===== src/rtl/req_encoder4to2.sv =====
`default_nettype none
// ============================================================================
// Module   : req_encoder4to2
// Purpose  : Sequential priority encoder. Captures a multi-hot request bitmap
//            through a valid/ready handshake, then streams out the binary
//            index of each set bit, lowest index first, one index per output
//            handshake. Each bit is cleared as its index is consumed.
// Ports    : clk        - clock, rising edge
//            rst_n      - asynchronous active-low reset
//            en         - enable, gates acceptance of new vectors only
//            req        - request bitmap, bit i requests index i
//            req_valid  - req is valid
//            req_ready  - block can accept a vector (combinational)
//            y          - index of the current lowest pending bit
//            y_valid    - y is valid
//            y_ready    - consumer accepts y
//            pending    - set bits still held, including the one on y
//            multi      - last nonzero captured vector had >1 bit set
//            zero_err   - one-cycle pulse: an accepted vector was all zeros
// Revision : 1.0 - initial release
// ============================================================================
module req_encoder4to2 #(
  parameter int N = 4
) (
  input  logic                 clk,
  input  logic                 rst_n,
  input  logic                 en,
  input  logic [N-1:0]         req,
  input  logic                 req_valid,
  output logic                 req_ready,
  output logic [$clog2(N)-1:0] y,
  output logic                 y_valid,
  input  logic                 y_ready,
  output logic [$clog2(N):0]   pending,
  output logic                 multi,
  output logic                 zero_err
);

  localparam int W  = $clog2(N);
  localparam int CW = W + 1;

  typedef enum logic [0:0] {
    IDLE  = 1'b0,
    DRAIN = 1'b1
  } state_t;

  state_t         r_state;
  state_t         w_state_next;
  logic [N-1:0]   r_pend;
  logic [N-1:0]   w_pend_cleared;
  logic [W-1:0]   w_req_lsb;
  logic [W-1:0]   w_clr_lsb;
  logic [CW-1:0]  w_req_cnt;
  logic           w_accept;
  logic           w_consume;

  // Index of the lowest set bit; scanning downward lets the lowest hit win.
  function automatic logic [W-1:0] lowest_index(input logic [N-1:0] v);
    logic [W-1:0] idx;
    idx = '0;
    for (int i = N - 1; i >= 0; i--) begin
      if (v[i]) idx = W'(i);
    end
    return idx;
  endfunction

  function automatic logic [CW-1:0] pop_count(input logic [N-1:0] v);
    logic [CW-1:0] c;
    c = '0;
    for (int i = 0; i < N; i++) begin
      c = c + CW'(v[i]);
    end
    return c;
  endfunction

  // rst_n is folded in so the upstream never sees ready while reset is held.
  assign req_ready = (r_state == IDLE) && en && rst_n;

  // The bit currently shown on y is the one retired by an output handshake.
  assign w_pend_cleared = r_pend & ~(N'(1) << y);
  assign w_req_lsb      = lowest_index(req);
  assign w_clr_lsb      = lowest_index(w_pend_cleared);
  assign w_req_cnt      = pop_count(req);

  always_comb begin
    w_state_next = r_state;
    w_accept     = 1'b0;
    w_consume    = 1'b0;
    case (r_state)
      IDLE: begin
        w_accept = req_valid && req_ready;
        if (w_accept && (req != '0)) w_state_next = DRAIN;
      end
      DRAIN: begin
        w_consume = y_valid && y_ready;
        if (w_consume && (w_pend_cleared == '0)) w_state_next = IDLE;
      end
      default: w_state_next = IDLE;
    endcase
  end

  always_ff @(posedge clk or negedge rst_n) begin
    if (!rst_n) begin
      r_state <= IDLE;
    end else begin
      r_state <= w_state_next;
    end
  end

  always_ff @(posedge clk or negedge rst_n) begin
    if (!rst_n) begin
      r_pend   <= '0;
      y        <= '0;
      y_valid  <= 1'b0;
      pending  <= '0;
      multi    <= 1'b0;
      zero_err <= 1'b0;
    end else begin
      zero_err <= 1'b0;
      if (w_accept) begin
        if (req != '0) begin
          r_pend  <= req;
          y       <= w_req_lsb;
          y_valid <= 1'b1;
          pending <= w_req_cnt;
          multi   <= (w_req_cnt > CW'(1));
        end else begin
          // Empty vector is consumed but produces no output stream.
          zero_err <= 1'b1;
        end
      end else if (w_consume) begin
        r_pend  <= w_pend_cleared;
        pending <= pending - CW'(1);
        if (w_pend_cleared != '0) begin
          y <= w_clr_lsb;
        end else begin
          // Last index consumed: y keeps its final value.
          y_valid <= 1'b0;
        end
      end
    end
  end

endmodule
`default_nettype wire


===== config.mk =====
export PLATFORM = sky130hd
export DESIGN_NAME = req_encoder4to2
export DESIGN_NICKNAME = d
export VERILOG_FILES = /design/src/rtl/req_encoder4to2.sv
export SDC_FILE = /design/constraint.sdc
export NUM_CORES = 1
export LEC_CHECK = 0
export CAP_MARGIN = 20
export CORE_MARGIN = 3
export CORE_UTILIZATION = 52
export CTS_BUF_LIST = sky130_fd_sc_hd__clkbuf_8 sky130_fd_sc_hd__clkbuf_16
export CTS_CLUSTER_DIAMETER = 50
export DETAILED_ROUTE_END_ITERATION = 12
export GPL_TIMING_DRIVEN = 0
export HOLD_SLACK_MARGIN = 0.12
export PLACE_DENSITY = 0.8
export RECOVER_POWER = 50
export SETUP_SLACK_MARGIN = 0.15
export SYNTH_ARGS = -nofsm -noshare
export SYNTH_HDL_FRONTEND = slang
export SYNTH_SLANG_ARGS = --single-unit

===== constraint.sdc =====
create_clock -name clk -period 3.1 [get_ports clk]
set_input_delay 0.62 -clock clk [delete_from_list [all_inputs] [get_ports clk]]
set_output_delay 0.62 -clock clk [all_outputs]
set_load 0.01 [all_outputs]

==> impl_results.md <==
* Startpoint type of the worst setup path: input port
* Synthesized area per cell at 9.50 µm²
* Routed Antenna Nets at 0
* CP Capture Type: output port
* N_diodes at 0
* H-tree Lvls at 1
* Final Non-Filler Cells at 143
* I/O pins at 18
* Clock Skew at 0.000657 ns
* Async S/R FF share, synth at 100%
* Ys Warns at 0
* Router iterations before antenna repair at 4
* Inst Count DP at 139
* Post-synthesis sequential area ratio at 34.9%
* Largest net degree at the start of global routing at 17
* Clk buf depth at 2
* R2R Path Start: r_state
* Area grow syn2layout at 26.3%
* Peak supply drop at 542 µV
* Worst setup slack after layout at 0.425 ns
* Flop pwr share at 31.0%
* Worst setup path endpoint: req_ready
* Switching share of total power at 38.8%
* Die ar. at 2330 µm²
* # fillers at 122
* Vias/cell at 5.76
* Routability-driven placement congestion ratio at 0.805
* Hold WS at 0.484 ns
* RSZ-0062 raised after global routing: false
* Initial DRC Count at 21
* Combinational Power Share at 54.4%
* Core Box Area at 1590 µm²
* Port Buffer Count at 17
* Wire per inst at 14.5 µm
* Cell Rows at 14
* Initial Util at 58.4%
* Lkg Pwr at 0.550 nW
* Final #Nets at 135
* TritonCTS Buffers at 3
* Clock root buffer: clkbuf_8
* Pre-CTS WS at -0.000831 ns
* Clk sinks at 13
* GR Overflow Total at 0
* Fin crit period at 2.67 ns
* Cell area after synthesis at 931 µm²
* Total Routing Usage GR at 18.7%
* EDFF count, synth at 0
* Relative slew slack at 57.3%
* FF-to-FF End: r_pend[0]
* Vias in the first global route at 762
* Setup TNS at 0 ns
* Final setup fails at 0
* Min-delay worst type: reg2reg
* Worst slew pin tran at 0.640 ns
* Initial antenna violation count at 0
* Pint at 0.643 mW
* Maxcap violations at 0
* Peak fanout along the critical path at 16
* Synth Flop Type: dfrtp_1
* Cells on worst reg2reg path at 4
* CTS tree: done
* Fin. Hold Viols at 0
* Outcome: complete, no violations
* Psw at 0.408 mW
* Clock transition at path regs at 0.06 ns
* Period utilization at 86.3%
* CP required at 2.48 ns
* Layout cells sized above 1 at 12.6%
* Clock power share at 14.5%
* Crit Path Category: in2out
* Flops & latches, synth at 13
* Die height at 48.3 µm
* Max Slew Vio Count at 0
* Chip width at 48.3 µm
* Pwr dens at 893 nW/µm²
* Synth cell types at 43
* Mapped Cells at 98
* Aggregate routed wire length at 2070 µm
* Critical Path AT at 2.05 ns
* Net Count, Synth at 113
* DP Wirelength at 1580 µm
* DRC Markers at 0
* First-pass GRT wire length at 3420 µm
* Worst R2R Setup Slack at 1.21 ns
* Worst Setup SP: rst_n
* DR vias at 823
* Max frequency at 0.374 GHz
* Clock latency on the worst-skew pair at 0.24 ns
* Power consumption at 1.05 mW
sequential cells by signal, summed over array words and instances (netlist names):
signal    flops
r_pend        4
pending       3
y             2
y_valid       1
zero_err      1
r_state       1
multi         1
through the flow:
stage	utilization, %	area [µm²]
5_1_grt	73.8	1180
4_1_cts	73.8	1180
6_report	73.8	1180
2_1_floorplan	-	931
3_5_place_dp	71.0	1130
3_3_place_gp	71.0	1130
how the worst min path moves through the flow:
stage / slack, ns / cells past startpoint / to / startpoint
after floorplan: 0.32 / 0 / multi / rst_n
after global placement: 0.47 / 2 / multi / multi
after detailed placement: 0.48 / 2 / multi / multi
after CTS: 0.50 / 2 / multi / multi
after global routing: 0.52 / 2 / multi / multi
final: 0.48 / 2 / multi / multi
critical path, cell delays in order:
cell,delay [ns]
dlygate4sd2_1,0.61
and3_1,0.28
clkdlybuf4s50_1,0.54
area by class of cell:
| class | count | area (µm²) | area share (%) |
|---|---|---|---|
| Buffer | 3 | 22.5 | 1.91 |
| Sequential cell | 13 | 325 | 27.7 |
| Tap cell | 24 | 30.0 | 2.55 |
| Inverter | 11 | 41.3 | 3.51 |
| Clock inverter | 1 | 5.00 | 0.426 |
| Clock buffer | 3 | 41.3 | 3.51 |
| Multi-Input combinational cell | 71 | 542 | 46.1 |
| Timing Repair Buffer | 17 | 169 | 14.4 |
Yosys cell counts (2+ instances only):
| cell | instances | area share [%] |
|---|---|---|
| o211a_1 | 2 | 2.2 |
| o21ai_0 | 9 | 4.8 |
| or3b_2 | 2 | 1.9 |
| o22ai_1 | 2 | 1.3 |
| a21oi_1 | 5 | 2.7 |
| nand2b_1 | 3 | 2.0 |
| inv_1 | 11 | 4.4 |
| nor3b_1 | 2 | 1.6 |
| a22o_1 | 2 | 1.9 |
| nor3_1 | 2 | 1.1 |
| ha_1 | 5 | 6.7 |
| nor2_1 | 5 | 2.0 |
| nand3_1 | 2 | 1.1 |
| nand2_1 | 5 | 2.0 |
| dfrtp_1 | 13 | 35 |
cell families after synthesis:
logic type / after synthesis / synth area share, %
AO/OA/AOI/OAI: 33 / 26.5
AND/OR/NAND/NOR: 28 / 17.7
buffers and inverters: 14 / 6.85
flip-flops: 13 / 34.9
adder cells (fa/ha/maj): 6 / 8.87
multiplexers: 4 / 5.11
power by group through the flow:
| stage | sequential, mW | clock [mW] | combinational [mW] |
|---|---|---|---|
| after floorplan | 0.334 | 0 | 0.376 |
| after CTS | 0.324 | 0.155 | 0.582 |
| final | 0.326 | 0.153 | 0.572 |
| after global placement | 0.322 | 0 | 0.561 |
| after global routing | 0.337 | 0.168 | 0.619 |
| after detailed placement | 0.328 | 0 | 0.579 |
placed cells by master, fill, tap and decap left out, types with 2 or more instances in the layout:
cell / n
dfrtp_1: 13
nor3b_1: 2
dlygate4sd3_1: 4
nor3_1: 2
o211a_1: 2
nand2_1: 5
or3b_2: 2
clkdlybuf4s50_1: 12
nand3_1: 2
a21oi_1: 5
ha_1: 5
o22ai_1: 2
clkbuf_8: 3
o21ai_0: 9
a22o_1: 2
inv_1: 11
nor2_1: 5
nand2b_1: 3
per-layer routing:
layer	global-route usage, %	vias to the layer above	share of wire [%]
met1	23.2	387	46
met5	0	-	0
met2	32.1	26	48
li1	-	405	-
met4	5.69	0	1.3
met3	4.29	5	4.8
what timing repair did:
| action | in CTS | in global routing |
|---|---|---|
| gates resized for setup | 1 | 0 |
| endpoints found under the hold margin | 0 | 0 |
| hold buffers | 0 | 0 |
| buffers inserted | 0 | 0 |
| endpoints found under the setup margin | 1 | 0 |
Note: power is estimated with default switching activity, not from simulation.
